<file path="src/rtl/shift_chain_pkg.sv">
// Shared definitions for the shift-chain receiver: FSM state encoding and
// default chain geometry (7 cascaded 8-bit shift registers).
package shift_chain_pkg;

    localparam int BITS_PER_REG    = 8;
    localparam int NUM_REGS        = 7;
    localparam int DEF_CHAIN_BITS  = NUM_REGS * BITS_PER_REG;
    localparam int DEF_SYNC_STAGES = 2;

    typedef enum logic [1:0] {
        ST_IDLE     = 2'd0,
        ST_SHIFTING = 2'd1,
        ST_LATCH    = 2'd2
    } state_e;

endpackage : shift_chain_pkg

</file>
<file path="src/rtl/shift_chain_receiver_pin_sync_edge.sv">
// pin_sync_edge: multi-flop synchronizer for one asynchronous pin followed by
// a registered rising-edge detector. Flops reset to RST_VAL so that a pin
// idling at its reset level never produces a spurious edge after reset.
module pin_sync_edge #(
    parameter int DEPTH   = 2,
    parameter bit RST_VAL = 1'b0
) (
    input  logic state_clk,
    input  logic reset,
    input  logic pin_i,
    output logic sync_o,
    output logic rise_o
);

    logic [DEPTH-1:0] sync_q;
    logic             prev_q;
    logic             rise_q;

    // Synchronizer chain, oldest sample at the top bit.
    always_ff @(posedge state_clk) begin
        if (reset) begin
            sync_q <= {DEPTH{RST_VAL}};
        end else begin
            sync_q <= {sync_q[DEPTH-2:0], pin_i};
        end
    end

    // Registered rising-edge pulse; prev starts equal to the synchronizer
    // reset value so the first cycle after release cannot pulse.
    always_ff @(posedge state_clk) begin
        if (reset) begin
            prev_q <= RST_VAL;
            rise_q <= 1'b0;
        end else begin
            prev_q <= sync_q[DEPTH-1];
            rise_q <= sync_q[DEPTH-1] & ~prev_q;
        end
    end

    assign sync_o = sync_q[DEPTH-1];
    assign rise_o = rise_q;

endmodule : pin_sync_edge

</file>
<file path="src/rtl/shift_chain_receiver.sv">
// shift_chain_receiver: oversampling receiver for a 74HC595-style shift chain
// (DS / SHCP / STCP / MR_n). Rebuilds the serial frame in shift_reg and
// latches it to frame_data on each storage-clock edge.
// Optional feature: define SHIFT_CHAIN_RX_COUNT_CHECK_EN to enable the sticky
// count_err flag (bit count at latch time differs from CHAIN_BITS).
module shift_chain_receiver
    import shift_chain_pkg::*;
#(
    parameter int CHAIN_BITS  = DEF_CHAIN_BITS,
    parameter int SYNC_STAGES = DEF_SYNC_STAGES,
    parameter int CNT_WIDTH   = 7
) (
    input  logic                  state_clk,
    input  logic                  reset,
    input  logic                  ds_in,
    input  logic                  shcp_in,
    input  logic                  stcp_in,
    input  logic                  mr_n_in,
    output logic [CHAIN_BITS-1:0] frame_data,
    output logic                  frame_valid,
    output logic [CNT_WIDTH-1:0]  shift_count,
    output logic                  busy,
    output logic                  count_err
);

    // Saturating increment for the shift counter.
    function automatic logic [CNT_WIDTH-1:0] sat_inc(input logic [CNT_WIDTH-1:0] v);
        return (&v) ? v : v + 1'b1;
    endfunction

    logic ds_sync;
    logic shcp_rise;
    logic stcp_rise;
    logic mr_n_sync;
    logic ds_rise_unused;
    logic shcp_sync_unused;
    logic stcp_sync_unused;
    logic mr_rise_unused;

    pin_sync_edge #(.DEPTH(SYNC_STAGES), .RST_VAL(1'b0)) u_sync_ds (
        .state_clk (state_clk),
        .reset     (reset),
        .pin_i     (ds_in),
        .sync_o    (ds_sync),
        .rise_o    (ds_rise_unused)
    );

    pin_sync_edge #(.DEPTH(SYNC_STAGES), .RST_VAL(1'b0)) u_sync_shcp (
        .state_clk (state_clk),
        .reset     (reset),
        .pin_i     (shcp_in),
        .sync_o    (shcp_sync_unused),
        .rise_o    (shcp_rise)
    );

    pin_sync_edge #(.DEPTH(SYNC_STAGES), .RST_VAL(1'b0)) u_sync_stcp (
        .state_clk (state_clk),
        .reset     (reset),
        .pin_i     (stcp_in),
        .sync_o    (stcp_sync_unused),
        .rise_o    (stcp_rise)
    );

    // MR_n idles high, so its synchronizer resets high.
    pin_sync_edge #(.DEPTH(SYNC_STAGES), .RST_VAL(1'b1)) u_sync_mr (
        .state_clk (state_clk),
        .reset     (reset),
        .pin_i     (mr_n_in),
        .sync_o    (mr_n_sync),
        .rise_o    (mr_rise_unused)
    );

    logic mr_active;
    logic shift_ok;

    assign mr_active = ~mr_n_sync;
    assign shift_ok  = shcp_rise & ~mr_active;

    logic [CHAIN_BITS-1:0] shift_q, shift_d;
    logic [CHAIN_BITS-1:0] frame_q, frame_d;
    logic [CNT_WIDTH-1:0]  count_q, count_d;

    // Datapath next-state: latch sees the pre-shift register, so a
    // coincident SHCP/STCP behaves like the 74HC595.
    always_comb begin
        shift_d = shift_q;
        frame_d = frame_q;
        count_d = count_q;
        if (stcp_rise) begin
            frame_d = shift_q;
        end
        if (mr_active) begin
            shift_d = '0;
        end else if (shcp_rise) begin
            shift_d = {shift_q[CHAIN_BITS-2:0], ds_sync};
        end
        if (stcp_rise || mr_active) begin
            count_d = '0;
        end else if (shcp_rise) begin
            count_d = sat_inc(count_q);
        end
    end

    // Datapath registers.
    always_ff @(posedge state_clk) begin
        if (reset) begin
            shift_q <= '0;
            frame_q <= '0;
            count_q <= '0;
        end else begin
            shift_q <= shift_d;
            frame_q <= frame_d;
            count_q <= count_d;
        end
    end

`ifdef SHIFT_CHAIN_RX_COUNT_CHECK_EN
    logic err_q, err_d;

    // Sticky flag for a latch that did not follow exactly CHAIN_BITS shifts.
    always_comb begin
        err_d = err_q;
        if (stcp_rise && (count_q != CNT_WIDTH'(CHAIN_BITS))) begin
            err_d = 1'b1;
        end
    end

    // Bit-count error register, cleared only by reset.
    always_ff @(posedge state_clk) begin
        if (reset) begin
            err_q <= 1'b0;
        end else begin
            err_q <= err_d;
        end
    end

    assign count_err = err_q;
`else
    assign count_err = 1'b0;
`endif

    state_e state_q, state_d;

    // FSM state register.
    always_ff @(posedge state_clk) begin
        if (reset) begin
            state_q <= ST_IDLE;
        end else begin
            state_q <= state_d;
        end
    end

    // FSM next-state logic; a storage edge always wins so every latch is
    // reported through LATCH.
    always_comb begin
        state_d = state_q;
        case (state_q)
            ST_IDLE: begin
                if (stcp_rise) begin
                    state_d = ST_LATCH;
                end else if (shift_ok) begin
                    state_d = ST_SHIFTING;
                end
            end
            ST_SHIFTING: begin
                if (stcp_rise) begin
                    state_d = ST_LATCH;
                end else if (mr_active) begin
                    state_d = ST_IDLE;
                end
            end
            ST_LATCH: begin
                if (stcp_rise) begin
                    state_d = ST_LATCH;
                end else if (shift_ok) begin
                    state_d = ST_SHIFTING;
                end else begin
                    state_d = ST_IDLE;
                end
            end
            default: state_d = ST_IDLE;
        endcase
    end

    // FSM outputs.
    always_comb begin
        busy        = (state_q == ST_SHIFTING);
        frame_valid = (state_q == ST_LATCH);
    end

    assign frame_data  = frame_q;
    assign shift_count = count_q;

endmodule : shift_chain_receiver
</file>
<file path="config.mk">
export PLATFORM = sky130hd
export DESIGN_NAME = shift_chain_receiver
export DESIGN_NICKNAME = d
export VERILOG_FILES = /design/src/rtl/shift_chain_pkg.sv /design/src/rtl/shift_chain_receiver_pin_sync_edge.sv /design/src/rtl/shift_chain_receiver.sv
export SDC_FILE = /design/constraint.sdc
export NUM_CORES = 1
export LEC_CHECK = 0
export BUFFER_PORTS_ARGS = -buffer_cell sky130_fd_sc_hd__buf_2
export CAP_MARGIN = 25
export CORE_UTILIZATION = 50
export CTS_CLUSTER_SIZE = 8
export DETAILED_ROUTE_END_ITERATION = 8
export PLACE_DENSITY = 0.74
export SYNTH_ARGS = -nofsm -noshare
export SYNTH_HDL_FRONTEND = slang
export SYNTH_SLANG_ARGS = --single-unit
</file>
<file path="constraint.sdc">
create_clock -name state_clk -period 1.3 [get_ports state_clk]
set_input_delay 0.13 -clock state_clk [delete_from_list [all_inputs] [get_ports state_clk]]
set_output_delay 0.13 -clock state_clk [all_outputs]
set_load 0.005 [all_outputs]
</file>
==> results of run 1 <==
[power breakdown]
part           total, mW  switching [mW]  internal, mW
combinational      0.217           0.129        0.0882
sequential          4.10          0.0120          4.09
clock               4.96            1.77          3.19
total               9.27            1.91          7.37
[flip-flops by register name (all words and copies together) (netlist names), 2 cells and up]
register            count
u_sync_ds.sync_q        2
u_sync_shcp.sync_q      2
u_sync_mr.sync_q        2
state_q                 2
frame_data             56
shift_q                56
shift_count             7
u_sync_stcp.sync_q      2
[through the flow]
stage / area [um^2] / hold WS [ns] / utilization
after CTS: 5890 / 0.350 / 0.637
after detailed placement: 5190 / 0.343 / 0.562
final: 5890 / 0.371 / 0.638
after floorplan: 4750 / 0.209 / -
after global placement: 5190 / 0.339 / 0.562
after global routing: 5890 / 0.358 / 0.638
[worst max-delay path: cells and delay by family, from the launching register on]
kind,cells,cell delay (ns)
buffers and inverters,1,0.12
flip-flops,1,0.35
AND/OR/NAND/NOR,1,0.15
[cell families (layout without fill, tap and decap cells)]
logic type	count (synthesis)	count (layout)	share of synthesized area
and+or+nand+nor	146	146	0.134
DFF	133	133	0.560
muxes	114	114	0.240
buffers and inverters	31	121	0.0445
AOI/OAI and AO/OA	11	11	0.0174
adders and majority gates	1	1	0.00263
other	1	1	0.000789
[per-layer routing]
metal	global-route usage	up-vias	share of wire
met5	0	-	0
met1	0.228	1483	0.48
li1	-	1617	-
met4	0.0645	0	0.0086
met3	0.0569	5	0.033
met2	0.294	52	0.48
[worst paths after layout]
check	endpoint	slack, ns	startpoint	cells after the start
worst max-delay path	busy	0.05	state_q[0]	2
worst min-delay path	u_sync_ds.sync_q[0]	0.37	ds_in	3
worst max register to register	shift_count[4]	0.06	shift_count[0]	4
worst min register to register	u_sync_shcp.rise_o	0.37	u_sync_shcp.prev_q	1
[cells in the mapped netlist (2+ instances only)]
master | n | area share
dfxtp_1 | 133 | 0.56
mux2i_1 | 114 | 0.24
nor2_1 | 114 | 0.090
nor2b_1 | 12 | 0.016
buf_2 | 10 | 0.011
buf_4 | 10 | 0.016
buf_6 | 6 | 0.014
nand2_1 | 5 | 0.0039
a21oi_1 | 4 | 0.0042
clkbuf_1 | 4 | 0.0032
a211oi_2 | 2 | 0.0053
nand2b_1 | 2 | 0.0026
o21ai_0 | 2 | 0.0021
or2_2 | 2 | 0.0026
[what timing repair did]
action | 4_1_cts | 5_1_grt
hold buffers | 5 | 0
endpoints found under the hold margin | 7 | 0
setup endpoints to repair | 5 | 3
cloned | 0 | 0
gates resized for setup | 7 | 3
[cell type report]
class	instances	area, um^2	share of cell area
tap	129	161	0.0274
sequential	133	2680	0.454
clock buffer	18	428	0.0726
timing repair buffer	88	523	0.0887
multi-input combinational	273	1900	0.322
inverter	1	3.75	0.000637
clock inverter	14	201	0.0342
==> out/qor.yml, run 1 <==
sta:
  tightest_slew_ns: 0.539
  slew_headroom: 0.641
  timing.final.ws_setup_ns: 0.0500
  max_freq_ghz: 0.800
  fin_skew_ns: 0.00806
  slew_viol_final: 0
  hold_viol_final: 0
  min_period_ns: 1.25
  tns_ns: 0
  setup_viol: 0
  fin_crit_sh: 0.962
  rsz0062_at_grt: "true"
place:
  io_buffer_count: 70
  post-dp-hpwl_mm: 5.26
  place.gp.congestion: 0.730
  pre_cts_slack_ns: -0.0279
  dp.cells: 619
critical_path:
  critPathSlowestCell: "dfxtp_4"
  setup.worst_path.class: "reg2out"
  cp-end-kind: "output pin"
  arrival_ns: 1.12
  max_stage_delay_ns: 0.35
  cp_data_required_time_ns: 1.17
  crit_chain: "nor2b_2 -> buf_2"
  start_kind: "flop"
  crit_fanout: 4
layout:
  final_cell_mix: "dfxtp_1, mux2i_1, nor2_1"
  diodes: 0
  area_delta_synth_final_pct: 24.0
  layoutNonFillerInstCount: 656
  mostFrequentLayoutCell: "dfxtp_1"
  fillers: 737
  nNetsFinal: 521
  layout-drive-gt1-share: 0.254
detailed_routing:
  drtPass1Iterations: 4
  wl_mm: 8.33
  post_drt_wl_per_cell_um: 12.7
  remaining_drc_errors: 0
  vias: 3157
  drt-initial-drc-count: 71
  antenna_left: 0
  viasPerCell: 4.81
grt:
  antenna_found_initial: 0
  grt_overflow_total: 0
  grt_pass1_wl_mm: 14.0
  grt_max_degree: 57
  first_global_vias: 2948
  grt_util_all_layers: 0.181
clock_tree:
  clockRootBuffer: "clkbuf_8"
  path_clk_slew_ns: 0.06
  clock_sinks: 133
  cts_max_level: 4
  clkLatencyLatePin_ns: 0.50
  clock_path_buffers: 2
  cts_tree: "done"
  post-cts-setup-buffer-count: 0
  cts_buffers: 17
synthesis:
  netlist_instances: 437
  ys_seq_elements: 133
  ys.flop_type: "dfxtp_1"
  synth.cell_area_um2: 4750
  syn-num-nets: 444
  yosysWarnings: 0
  synth-edff-count: 0
  syn-mean-instance-area_um2: 10.9
  synth_cell_types: 31
  yosysSeqAreaShare: 0.560
  synthArstFlopShare: 0
power:
  power.leakage_nw: 2.33
  ir_drop_v: 0.000895
  power.total_mw: 9.27
  p_per_area_nw_per_um2: 1570
hold_path:
  min_path_type: "in2reg"
flow_run:
  maxCapViolations: 0
outcome:
  status: "finished clean"
die:
  initial_utilization: 0.514
  die_w_um: 99.5
  rows: 35
  core-area_um2: 9240
  die_area_um2: 9900
  io_pins: 72
  fp.dieH_um: 99.5
Note: power is estimated with default switching activity, not from simulation.
==> run 2: changes to the inputs <==
- SYNTH_HIERARCHICAL: not set -> 1
==> run 2 against run 1 <==
Non-clock buffer count grew 1. Setup slack gained 0.021 ns. Via count shrank 0.44%. Global-route usage grew 0.13 points. Synthesized area grew 0.71%. Final cell count is the same. Count of clock-buffer cells in the layout grew 2. Synthesized cell count is the same. First-iteration DRC count grew 15%. Maximum frequency grew 1.7%. Critical path type is now reg2reg. Largest cell class unchanged.
==> out/qor.yml, run 2 <==
detailed_routing:
  antenna_left: 0  # unchanged
  wl_mm: 8.33  # about the same
  dr.max_layer_used: "met4"
  vias: 3143  # -0.44%
  viasPerCell: 4.79  # -0.44%
  remaining_drc_errors: 0  # unchanged
  met1_length_mm: 4.00  # -0.15%
  wl_met3_um: 284  # +3.3%
  post_drt_wl_per_cell_um: 12.7  # about the same
  drtPass1Iterations: 4  # unchanged
  route.met2.wl_mm: 4.00  # +0.50%
  drt-initial-drc-count: 82  # +15%
place:
  post-dp-hpwl_mm: 5.51  # +4.7%
  placed_cell_area_um2: 5290  # +1.9%
  place.gp.congestion: 0.752  # +3.0%
  io_buffer_count: 70  # unchanged
sta:
  slew_viol_final: 0  # unchanged
  min_period_ns: 1.23  # -0.0212 ns
  fin_crit_sh: 0.945  # -0.0163
  hold_ws_ns: 0.390  # +0.0191 ns
  tns_ns: 0  # unchanged
  setup_viol: 0  # unchanged
  fin_skew_ns: 0.00489  # -0.00317 ns
  max_freq_ghz: 0.814  # +1.7%
  rsz0062_at_grt: "true"
  hold_viol_final: 0  # unchanged
clock_tree:
  cts_buffers: 17  # unchanged
  cts_tree: "done"
  post-cts-setup-buffer-count: 0  # unchanged
  clock_path_buffers: 2  # unchanged
  clock_sinks: 133  # unchanged
  path_clk_slew_ns: 0.06  # about the same
  clockRootBuffer: "clkbuf_8"
  cts_max_level: 4  # unchanged
  clkLatencyLatePin_ns: 0.49  # about the same
critical_path:
  critPathBufInv: 0  # -1
  cp_data_required_time_ns: 1.71  # +0.54 ns
  crit_chain: "ha_2 -> and4_4 -> a31oi_2 -> mux2i_1"
  cp-end-kind: "flop"
  start_kind: "flop"
  crit_family: "flip-flops"
  ff2ff_path_depth: 4  # unchanged
  crit_fanout: 4  # unchanged
  critPathSlowestCell: "dfxtp_2"
  crit_cells: 4  # +2
  max_stage_delay_ns: 0.32  # -0.03 ns
  setup.worst_path.class: "reg2reg"
  arrival_ns: 1.64  # +0.52 ns
synthesis:
  synth.cell_area_um2: 4790  # +0.71%
  syn-mean-instance-area_um2: 11.0  # +0.71%
  syn-num-nets: 444  # unchanged
  yosysWarnings: 6  # +6
  netlist_instances: 437  # unchanged
power:
  power.share.clock: 0.530  # -0.004
  pwr-share-comb: 0.025  # +0.002
  seqPwrFrac: 0.445  # +0.003
  switching_power_mw: 1.76  # -8.0%
  swShare: 0.190  # -0.0157
  power.total_mw: 9.24  # -0.42%
  p_int_mw: 7.48  # +1.5%
  ir_drop_v: 0.000924  # +3.2%
  p_per_area_nw_per_um2: 1550  # -1.6%
  power.leakage_nw: 2.35  # +0.88%
die:
  core-area_um2: 9240  # unchanged
  io_pins: 72  # unchanged
  die_area_um2: 9970  # +0.69%
  rows: 35  # unchanged
  fp.dieH_um: 99.8  # +0.35%
  initial_utilization: 0.518  # +0.00366
  die_w_um: 99.8  # +0.35%
layout:
  final_cell_mix: "dfxtp_1, mux2i_1, nor2_1"
  nNetsFinal: 524  # +0.58%
  final_util: 0.645  # +0.00745
  area_delta_synth_final_pct: 24.6
  final_cell_area_um2: 5960  # +1.2%
  fillers: 743  # +0.81%
  diodes: 0  # unchanged
  mostFrequentLayoutCell: "dfxtp_1"
  layout-drive-gt1-share: 0.254  # unchanged
grt:
  grt_max_degree: 40  # -30%
  antenna_found_initial: 0  # unchanged
  grt_util_all_layers: 0.183  # +0.00134
  grt_pass1_wl_mm: 14.4  # +2.9%
  first_global_vias: 3105  # +5.3%
  grt_overflow_total: 0  # unchanged
hold_path:
  min_path_cells: 3  # unchanged
  min_path_type: "in2reg"
outcome:
  status: "finished clean"
flow_run:
  maxCapViolations: 0  # unchanged
run 2: worst paths after layout:
check                      from                  end  slack, ns
max              shift_count[1]       shift_count[0]       0.07
min                     mr_n_in  u_sync_mr/sync_q[0]       0.39
max reg2reg      shift_count[1]       shift_count[0]       0.07
min reg2reg  u_sync_shcp/prev_q   u_sync_shcp/rise_o       0.40
run 2: worst min-delay path, stage by stage:
cell and delay, ns:
dlygate4sd3_1 0.53, buf_2 0.10, or2_1 0.09
run 2: final cells by class:
class / count / area, um^2 / share of cell area
timing repair buffer: 89 / 568 / 0.0953
multi-input combinational: 273 / 1930 / 0.323
sequential: 133 / 2680 / 0.449
inverter: 3 / 11.3 / 0.00189
clock inverter: 9 / 150 / 0.0252
clock buffer: 20 / 467 / 0.0783
tap: 129 / 161 / 0.0271
run 2: per-layer routing:
| layer | track usage | vias to the layer above |
|---|---|---|
| li1 | - | 1622 |
| met5 | 0 | - |
| met1 | 0.222 | 1458 |
| met4 | 0.0588 | 0 |
| met2 | 0.309 | 59 |
| met3 | 0.0564 | 4 |
run 2: stage by stage:
| stage | instances | setup slack (ns) |
|---|---|---|
| 2_1_floorplan | 437 | 0.0145 |
| 6_report | 656 | 0.0712 |
| 3_3_place_gp | 622 | 0.0321 |
| 4_1_cts | 656 | 0.00903 |
| 3_5_place_dp | 622 | -0.00163 |
| 5_1_grt | 656 | -0.000484 |
run 2: repair_timing:
action                                 4_1_cts  5_1_grt
hold buffers                                 5        0
gates resized for setup                      3        3
setup endpoints to repair                    4        5
pin swaps                                    2        1
endpoints found under the hold margin        6        0
run 2: power by group through the flow:
| stage | Sequential (mW) | Clock, mW | Combinational [mW] |
|---|---|---|---|
| 3_3_place_gp | 4.20 | 0 | 0.216 |
| 5_1_grt | 4.11 | 5.17 | 0.251 |
| 2_1_floorplan | 4.19 | 0 | 0.176 |
| 6_report | 4.11 | 4.90 | 0.229 |
| 4_1_cts | 4.11 | 4.98 | 0.232 |
| 3_5_place_dp | 4.20 | 0 | 0.220 |
